===== src/rtl/mult_sweep_driver.sv =====
// Self-test initiator for the shift-add multiplier: walks every (a,b) operand pair,
// checks each product, counts mismatches and aborts on a hung operation.
module mult_sweep_driver #(
  parameter int WIDTH   = 8,
  parameter int TIMEOUT = 64,
  parameter int ERRW    = 16
) (
  input  logic               clk_i,
  input  logic               rst_i,
  input  logic               go_i,
  input  logic               mult_ready_i,
  input  logic               mult_done_i,
  input  logic [2*WIDTH-1:0] mult_product_i,
  output logic               mult_start_o,
  output logic [WIDTH-1:0]   mult_multiplicand_o,
  output logic [WIDTH-1:0]   mult_multiplier_o,
  output logic               busy_o,
  output logic               finished_o,
  output logic               timed_out_o,
  output logic [ERRW-1:0]    err_count_o,
  output logic [WIDTH-1:0]   first_err_a_o,
  output logic [WIDTH-1:0]   first_err_b_o
);

  localparam int TW = $clog2(TIMEOUT + 1);
  localparam logic [TW-1:0] TMO_LAST = TW'(TIMEOUT - 1);

  typedef enum logic [2:0] {
    S_IDLE,
    S_ISSUE,
    S_WAIT,
    S_CHECK,
    S_FINISH
  } state_t;

  state_t             state_q;
  logic [WIDTH-1:0]   a_q, b_q;
  logic [WIDTH-1:0]   fa_q, fb_q;
  logic [2*WIDTH-1:0] prod_q;
  logic [TW-1:0]      tmo_q;
  logic [ERRW-1:0]    err_q, err_d;
  logic               fin_q, tmo_flag_q, have_err_q;
  logic               go_acc, mismatch, proto_err;
  logic [2*WIDTH-1:0] expect_w;

  // A go that clears the counter may coincide with a stray done; the stray done still counts.
  always_comb begin
    go_acc    = go_i && (state_q == S_IDLE || state_q == S_FINISH);
    expect_w  = (2*WIDTH)'(a_q) * (2*WIDTH)'(b_q);
    mismatch  = (state_q == S_CHECK) && (prod_q != expect_w);
    proto_err = mult_done_i && (state_q != S_WAIT);
    err_d     = go_acc ? '0 : err_q;
    if (mismatch && (err_d != '1)) err_d = err_d + ERRW'(1);
    if (proto_err && (err_d != '1)) err_d = err_d + ERRW'(1);
  end

  always_ff @(posedge clk_i) begin
    if (rst_i) begin
      state_q    <= S_IDLE;
      a_q        <= '0;
      b_q        <= '0;
      fa_q       <= '0;
      fb_q       <= '0;
      prod_q     <= '0;
      tmo_q      <= '0;
      err_q      <= '0;
      fin_q      <= 1'b0;
      tmo_flag_q <= 1'b0;
      have_err_q <= 1'b0;
    end else begin
      err_q <= err_d;
      case (state_q)
        S_IDLE, S_FINISH: begin
          if (go_i) begin
            a_q        <= '0;
            b_q        <= '0;
            fa_q       <= '0;
            fb_q       <= '0;
            fin_q      <= 1'b0;
            tmo_flag_q <= 1'b0;
            have_err_q <= 1'b0;
            state_q    <= S_ISSUE;
          end
        end
        S_ISSUE: begin
          if (mult_ready_i) begin
            tmo_q   <= '0;
            state_q <= S_WAIT;
          end
        end
        S_WAIT: begin
          if (mult_done_i) begin
            prod_q  <= mult_product_i;
            state_q <= S_CHECK;
          end else if (tmo_q == TMO_LAST) begin
            tmo_flag_q <= 1'b1;
            fin_q      <= 1'b1;
            state_q    <= S_FINISH;
          end else begin
            tmo_q <= tmo_q + TW'(1);
          end
        end
        S_CHECK: begin
          if (mismatch && !have_err_q) begin
            have_err_q <= 1'b1;
            fa_q       <= a_q;
            fb_q       <= b_q;
          end
          // Operands stay at the last pair once the sweep completes.
          if (a_q == '1 && b_q == '1) begin
            fin_q   <= 1'b1;
            state_q <= S_FINISH;
          end else begin
            b_q <= b_q + WIDTH'(1);
            if (b_q == '1) a_q <= a_q + WIDTH'(1);
            state_q <= S_ISSUE;
          end
        end
        default: state_q <= S_IDLE;
      endcase
    end
  end

  assign mult_start_o        = (state_q == S_ISSUE) && mult_ready_i;
  assign mult_multiplicand_o = a_q;
  assign mult_multiplier_o   = b_q;
  assign busy_o              = (state_q == S_ISSUE) || (state_q == S_WAIT) || (state_q == S_CHECK);
  assign finished_o          = fin_q;
  assign timed_out_o         = tmo_flag_q;
  assign err_count_o         = err_q;
  assign first_err_a_o       = fa_q;
  assign first_err_b_o       = fb_q;

endmodule


===== config.mk =====
export PLATFORM = sky130hd
export DESIGN_NAME = mult_sweep_driver
export DESIGN_NICKNAME = d
export VERILOG_FILES = /design/src/rtl/mult_sweep_driver.sv
export SDC_FILE = /design/constraint.sdc
export NUM_CORES = 1
export LEC_CHECK = 0
export CORE_ASPECT_RATIO = 0.9
export CORE_MARGIN = 2
export CORE_UTILIZATION = 40
export DETAILED_ROUTE_END_ITERATION = 16
export SYNTH_ARGS = -nofsm -noshare
export SYNTH_HDL_FRONTEND = slang
export SYNTH_SLANG_ARGS = --single-unit

===== constraint.sdc =====
create_clock -name clk_i -period 15.65 [get_ports clk_i]
set_input_delay 3.13 -clock clk_i [delete_from_list [all_inputs] [get_ports clk_i]]
set_output_delay 3.13 -clock clk_i [all_outputs]
set_load 0.01 [all_outputs]

==> flow_summary.toml, run 1 <==
[placed_design]
dp_hpwl_um = 11760
port-buffer-count = 72
gp_congestion = 0.9187
place_ws_ns = 7.663

[synthesis]
synth.distinct_cells = 64
synth_fp_nets = 915
async_flop_share_pct = 0
synth_edf_count = 0
yosys_warnings = 0
synthAdderAreaFrac_pct = 19.30
yosysSeqAreaShare_pct = 24.36
synth-simple-area-share_pct = 27.66
synth-xor-area-share_pct = 7.335
syn_area_um2 = 6329
synthFlopType = "dfxtp_1"
synth.area.mux_share_pct = 0.9490
syn_inst = 818
synth-compound-area-share_pct = 14.25
synth-seq-cells = 77
syn_area_per_cell_um2 = 7.737
synth_top_family_by_area = "simple AND/OR/NAND/NOR gates"

[die]
dieArea_um2 = 16850
die_x_um = 136.6
design.core.area_um2 = 15440
die-height_um = 123.3
num_rows = 43
io_pins = 73
initial_core_util_pct = 40.99

[final_layout]
synthToLayoutAreaGrowth_pct = 17.67
layout_common_cells = "133 x nand2_1, 89 x nor2_1, 77 x dfxtp_1"
drive_gt1_share_pct = 4.503
finalNetCount = 958
final_common_cell = "nand2_1"
final_core_util_pct = 48.23
antennaDiodeCount = 0

[cts]
clk_pin_slew_ns = 0.06
clock_sinks = 77
cts_made_buffers = 9
cts.repair.resized = 0
cts_setup_buffers = 0
clk_latency_ns = 0.34
ctsHoldBuffers = 0
root_buffer = "clkbuf_16"
cts_max_level = 3
cts_tree = "yes"
clockBufferDepth = 2

[global_routing]
track_usage_pct = 20.10
grt_pass1_wl_um = 26810
grt_max_degree = 58
grt_pass1_vias = 5413
grt-ovfl-total = 0
antenna_found_initial = 0

[timing]
fin_worst_skew_ns = 0.01016
worst_pin_slew_ns = 1.101
min_period_over_period_pct = 49.09
fin_crit_ns = 7.683
rsz0062_at_grt = "false"
finalHoldViolations = 0
max_freq_mhz = 130.2
slew_headroom_pct = 26.52
setup_ws_ns = 7.967
finalSetupViolCount = 0
fin_tns_setup_ns = 0
drv_slew = 0

[worst_setup_path]
r2r_end = "err_count_o[4]$_SDFF_PP0_"
worst-setup-path-type = "in -> reg"
rr_worst_depth = 19
arrival_ns = 7.90
endpoint = "err_count_o[4]$_SDFF_PP0_"
critPathRequiredTime_ns = 15.86
cp-start-kind = "input pin"
cp-end-kind = "flip-flop"
reg2reg_from = "mult_multiplier_o[4]$_SDFFE_PP0P_"
ff2ff_setup_slack_ns = 8.35
path_max_fanout = 38
startpoint = "go_i"

[drt]
viasPerCell = 5.298
vias = 5658
drtIter0Drc = 347
ant_nets = 0
wl_per_cell_um = 15.04
wirelength_um = 16070
firstDrtPassIters = 5
drc = 0

[power_and_ir_drop]
p_leak_nw = 3.020
pwr_density_cell_nw_per_um2 = 68.05
ir_worst_vdd_v = 0.0001147

[flow_run]
drv_cap = 0

[min_path]
timing.hold.worst.class = "reg -> reg"

[status]
status = "finished clean"
-- through the flow --
step	total power, mW	hold slack, ns	std cells	area (um2)
after floorplan	0.2747	0.4367	818	6329
after global placement	0.3057	0.4551	1052	7154
after detailed placement	0.3040	0.4601	1052	7154
after CTS	0.5122	0.4689	1068	7447
after global routing	0.5334	0.4887	1068	7447
final	0.5067	0.4665	1068	7447
-- worst max-delay path, stage by stage --
cell	delay, ns
clkdlybuf4s50_1	0.43
or3b_1	0.17
buf_4	0.37
nand2_1	0.16
inv_1	0.17
ha_1	0.24
nand3_1	0.22
nor2_1	0.21
and4_1	0.30
nand3_1	0.16
o21ai_0	0.33
nor2_1	0.31
o211a_1	0.33
or4b_1	0.76
o211a_1	0.32
nor3_1	0.22
nor3b_2	0.07
-- report_power, final --
group / leakage, nW / switching (mW) / internal, mW
Sequential: 0.621 / 0.00749 / 0.201
Clock: 0.147 / 0.0915 / 0.115
Combinational: 2.25 / 0.0585 / 0.0332
-- registers in the layout, indices dropped and copies added (netlist names) --
| name | flops |
|---|---|
| mult_multiplier_o | 8 |
| first_err_b_o | 8 |
| tmo_q | 7 |
| timed_out_o | 1 |
| mult_multiplicand_o | 8 |
| prod_q | 16 |
| err_count_o | 16 |
| first_err_a_o | 8 |
| have_err_q | 1 |
| finished_o | 1 |
| state_q | 3 |
-- layout make-up --
type / count / area [um2]
clock buffers: 10 / 239.0
fillers: 1570 / 7994
flip-flops and latches: 77 / 1541
clock inverters: 6 / 53.80
inverters: 57 / 214.0
repair buffers: 76 / 745.7
well taps: 202 / 252.7
multi-input cells: 640 / 4400
-- per-layer routing --
| layer | up-vias | GRT usage [%] | share of wire [%] |
|---|---|---|---|
| met5 | - | 0 | 0 |
| met3 | 13 | 4.264 | 4.4 |
| li1 | 2840 | - | - |
| met2 | 115 | 32.44 | 47 |
| met1 | 2690 | 27.59 | 48 |
| met4 | 0 | 4.557 | 0.99 |
-- logic make-up (layout without fill, tap and decap cells) --
logic type | after synthesis | after routing
AOI/OAI and AO/OA | 138 | 138
DFF | 77 | 77
adders and majority gates | 76 | 76
xor gates and xnor gates | 53 | 53
buffers and inverters | 101 | 149
muxes | 6 | 6
and+or+nand+nor | 367 | 367
-- synth_stat cells (15+ instances only) --
master | instances | area, um2
ha_1 | 40 | 500.5
dfxtp_1 | 77 | 1541
clkbuf_1 | 40 | 150.1
o21ai_0 | 17 | 85.08
a21oi_1 | 62 | 310.3
and2_1 | 37 | 231.5
inv_1 | 57 | 214.0
nand2_1 | 133 | 499.2
nor2_1 | 90 | 337.8
fa_1 | 36 | 720.7
nor3_1 | 16 | 80.08
xnor2_1 | 22 | 192.7
xor2_1 | 31 | 271.5
nand3_1 | 15 | 75.07
-- worst min-delay path by stage --
| stage | from | end | slack [ns] | cells after the start |
|---|---|---|---|---|
| after global placement | have_err_q$_SDFFE_PP0P_ | have_err_q$_SDFFE_PP0P_ | 0.46 | 2 |
| after CTS | have_err_q$_SDFFE_PP0P_ | have_err_q$_SDFFE_PP0P_ | 0.47 | 2 |
| final | have_err_q$_SDFFE_PP0P_ | have_err_q$_SDFFE_PP0P_ | 0.47 | 2 |
| after floorplan | have_err_q$_SDFFE_PP0P_ | have_err_q$_SDFFE_PP0P_ | 0.44 | 2 |
| after global routing | have_err_q$_SDFFE_PP0P_ | have_err_q$_SDFFE_PP0P_ | 0.49 | 2 |
| after detailed placement | have_err_q$_SDFFE_PP0P_ | have_err_q$_SDFFE_PP0P_ | 0.46 | 2 |
Power figures use the tool's default switching activity.
==> run 2: changes to the inputs <==
- clock period: 15.65 -> 6.7 ns (I/O delays scaled with it)
==> run 2 against run 1 <==
- worst hold slack better by 0.0029 ns
- total power rose by 140%
- first-iteration DRC count grew 18%
- worst setup slack got worse by 7.8 ns
- via count increased by 0.64%
- clock power is 130% higher
- design area up 3.1%
==> flow_summary.toml, run 2 (synthesis results as in run 1) <==
[final_layout]
antennaDiodeCount = 0
synthToLayoutAreaGrowth_pct = 21.29
finalNetCount = 985
final_core_util_pct = 49.71
drive_gt1_share_pct = 7.960
final_area_um2 = 7676
layout_common_cells = "133 x nand2_1, 89 x nor2_1, 74 x dfxtp_1"
final_common_cell = "nand2_1"

[power_and_ir_drop]
pwr_density_cell_nw_per_um2 = 155.4
netSwitchingPower_uw = 364.5
pwr-share-comb_pct = 19.3
seq_power_share_pct = 40.8
ir_worst_vdd_v = 0.0001160
p_leak_nw = 3.169
clock_power_share_pct = 39.9
p_int_uw = 828.3
p_total_mw = 1.193
p_sw_share_pct = 30.56

[cts]
root_buffer = "clkbuf_16"
clock_sinks = 77
clk_pin_slew_ns = 0.06
clk_latency_ns = 0.35
cts_made_buffers = 9
clockBufferDepth = 2
cts_tree = "yes"
ctsHoldBuffers = 0
cts_max_level = 3

[worst_setup_path]
worstPathCellList = "nand2_1 -> fa_1 -> fa_1 -> fa_1 -> fa_1 -> inv_1 -> ha_1 -> a21oi_1 -> o21ai_1 -> o21bai_1 -> a31o_1 -> or4_4 -> or3_1 -> a31oi_4 -> a2bb2o_4 -> or4b_4 -> o211a_1 -> nor3_1 -> nor3b_2"
endpoint = "err_count_o[4]$_SDFF_PP0_"
cp-end-kind = "flip-flop"
max_stage_delay_ns = 0.57
cp_common_cell = "fa_1"
critPathRequiredTime_ns = 6.91
path_max_fanout = 10
r2r_end = "err_count_o[4]$_SDFF_PP0_"
worst-setup-path-type = "reg -> reg"
critPathTopFamily = "adder cells"
startpoint = "mult_multiplier_o[3]$_SDFFE_PP0P_"
ff2ff_setup_slack_ns = 0.20
path_buf_inv = 1
reg2reg_from = "mult_multiplier_o[3]$_SDFFE_PP0P_"
rr_worst_depth = 19
worst-path-stages = 19
slowest_stage = "or4b_4"
arrival_ns = 6.72
cp-start-kind = "flip-flop"

[timing]
drv_slew = 0
slew_headroom_pct = 51.70
min_period_over_period_pct = 97.07
finalSetupViolCount = 0
rsz0062_at_grt = "false"
fin_crit_ns = 6.504
fin_worst_skew_ns = 0.007652
finalHoldViolations = 0
fin_hold_ws_ns = 0.4694
fin_tns_setup_ns = 0
worst_pin_slew_ns = 0.7245
max_freq_mhz = 153.8

[placed_design]
gp_congestion = 0.8923
dp_hpwl_um = 12440
port-buffer-count = 72
placedInstanceArea_um2 = 7370

[global_routing]
grt_max_degree = 58
grt_pass1_vias = 5305
track_usage_pct = 20.08
antenna_found_initial = 1
grt-ovfl-total = 0
grt_pass1_wl_um = 26680

[drt]
wirelength_um = 16530
drtIter0Drc = 408
ant_nets = 0
drc = 0
firstDrtPassIters = 5
viasPerCell = 5.205
vias = 5694
wl_per_cell_um = 15.11

[die]
die_x_um = 136.6
design.core.area_um2 = 15440
io_pins = 73
dieArea_um2 = 16850
die-height_um = 123.3
initial_core_util_pct = 40.99
num_rows = 43

[status]
status = "finished clean"

[min_path]
hp-start = "prod_q[14]$_SDFFE_PP0P_"
timing.hold.worst.class = "reg -> reg"

[flow_run]
drv_cap = 0
run 2: changes by cell type in the layout (fill, tap and decap cells not counted), moves of 2 or more:
cell / delta
buf_4: +26
clkinv_4: -2
dfxtp_1: -3
dfxtp_2: +3
inv_8: -2
run 2: metal layers:
metal	wire length, um	track usage, %	vias to the layer above	part of all wire, %
met4	136	5.143	0	0.82
met2	7643	31.78	86	46
li1	-	-	2868	-
met3	576	3.116	12	3.5
met1	8171	28.59	2728	49
met5	0	0	-	0
run 2: cell type report:
cell class / count / area, um2
Tap cell: 202 / 252.7
Clock inverter: 4 / 30.03
Clock buffer: 11 / 252.7
Inverter: 57 / 214.0
Fill cell: 1527 / 7765
Multi-Input combinational cell: 640 / 4420
Timing Repair Buffer: 103 / 960.9
Sequential cell: 77 / 1545
run 2: worst min-delay path, cell delays in order (launching register included):
cell	delay (ns)
dfxtp_1	0.32
nand2_1	0.05
a21oi_1	0.05
run 2: power groups by stage:
stage / Combinational [mW] / Clock, mW / Sequential (mW)
after floorplan: 0.154 / 0 / 0.488
after CTS: 0.227 / 0.482 / 0.486
final: 0.230 / 0.476 / 0.487
after global placement: 0.226 / 0 / 0.497
after global routing: 0.252 / 0.504 / 0.489
after detailed placement: 0.225 / 0 / 0.497
run 2: worst min path at each step:
stage	to	slack [ns]	cells past startpoint
2_1_floorplan	have_err_q$_SDFFE_PP0P_	0.44	2
3_3_place_gp	prod_q[3]$_SDFFE_PP0P_	0.45	2
3_5_place_dp	have_err_q$_SDFFE_PP0P_	0.46	2
4_1_cts	prod_q[12]$_SDFFE_PP0P_	0.47	2
5_1_grt	prod_q[5]$_SDFFE_PP0P_	0.49	2
6_report	prod_q[14]$_SDFFE_PP0P_	0.47	2
run 2: stage by stage:
step                instances  setup WS (ns)
global placement         1079         0.1047
detailed placement       1079        0.08802
global route             1094       0.003571
floorplan                 818         0.1959
finish                   1094         0.1963
CTS                      1094        0.05085
run 2: timing repair:
item                       CTS  global route
setup endpoints to repair    0            15
buffers inserted             0             0
resized for setup            0             7
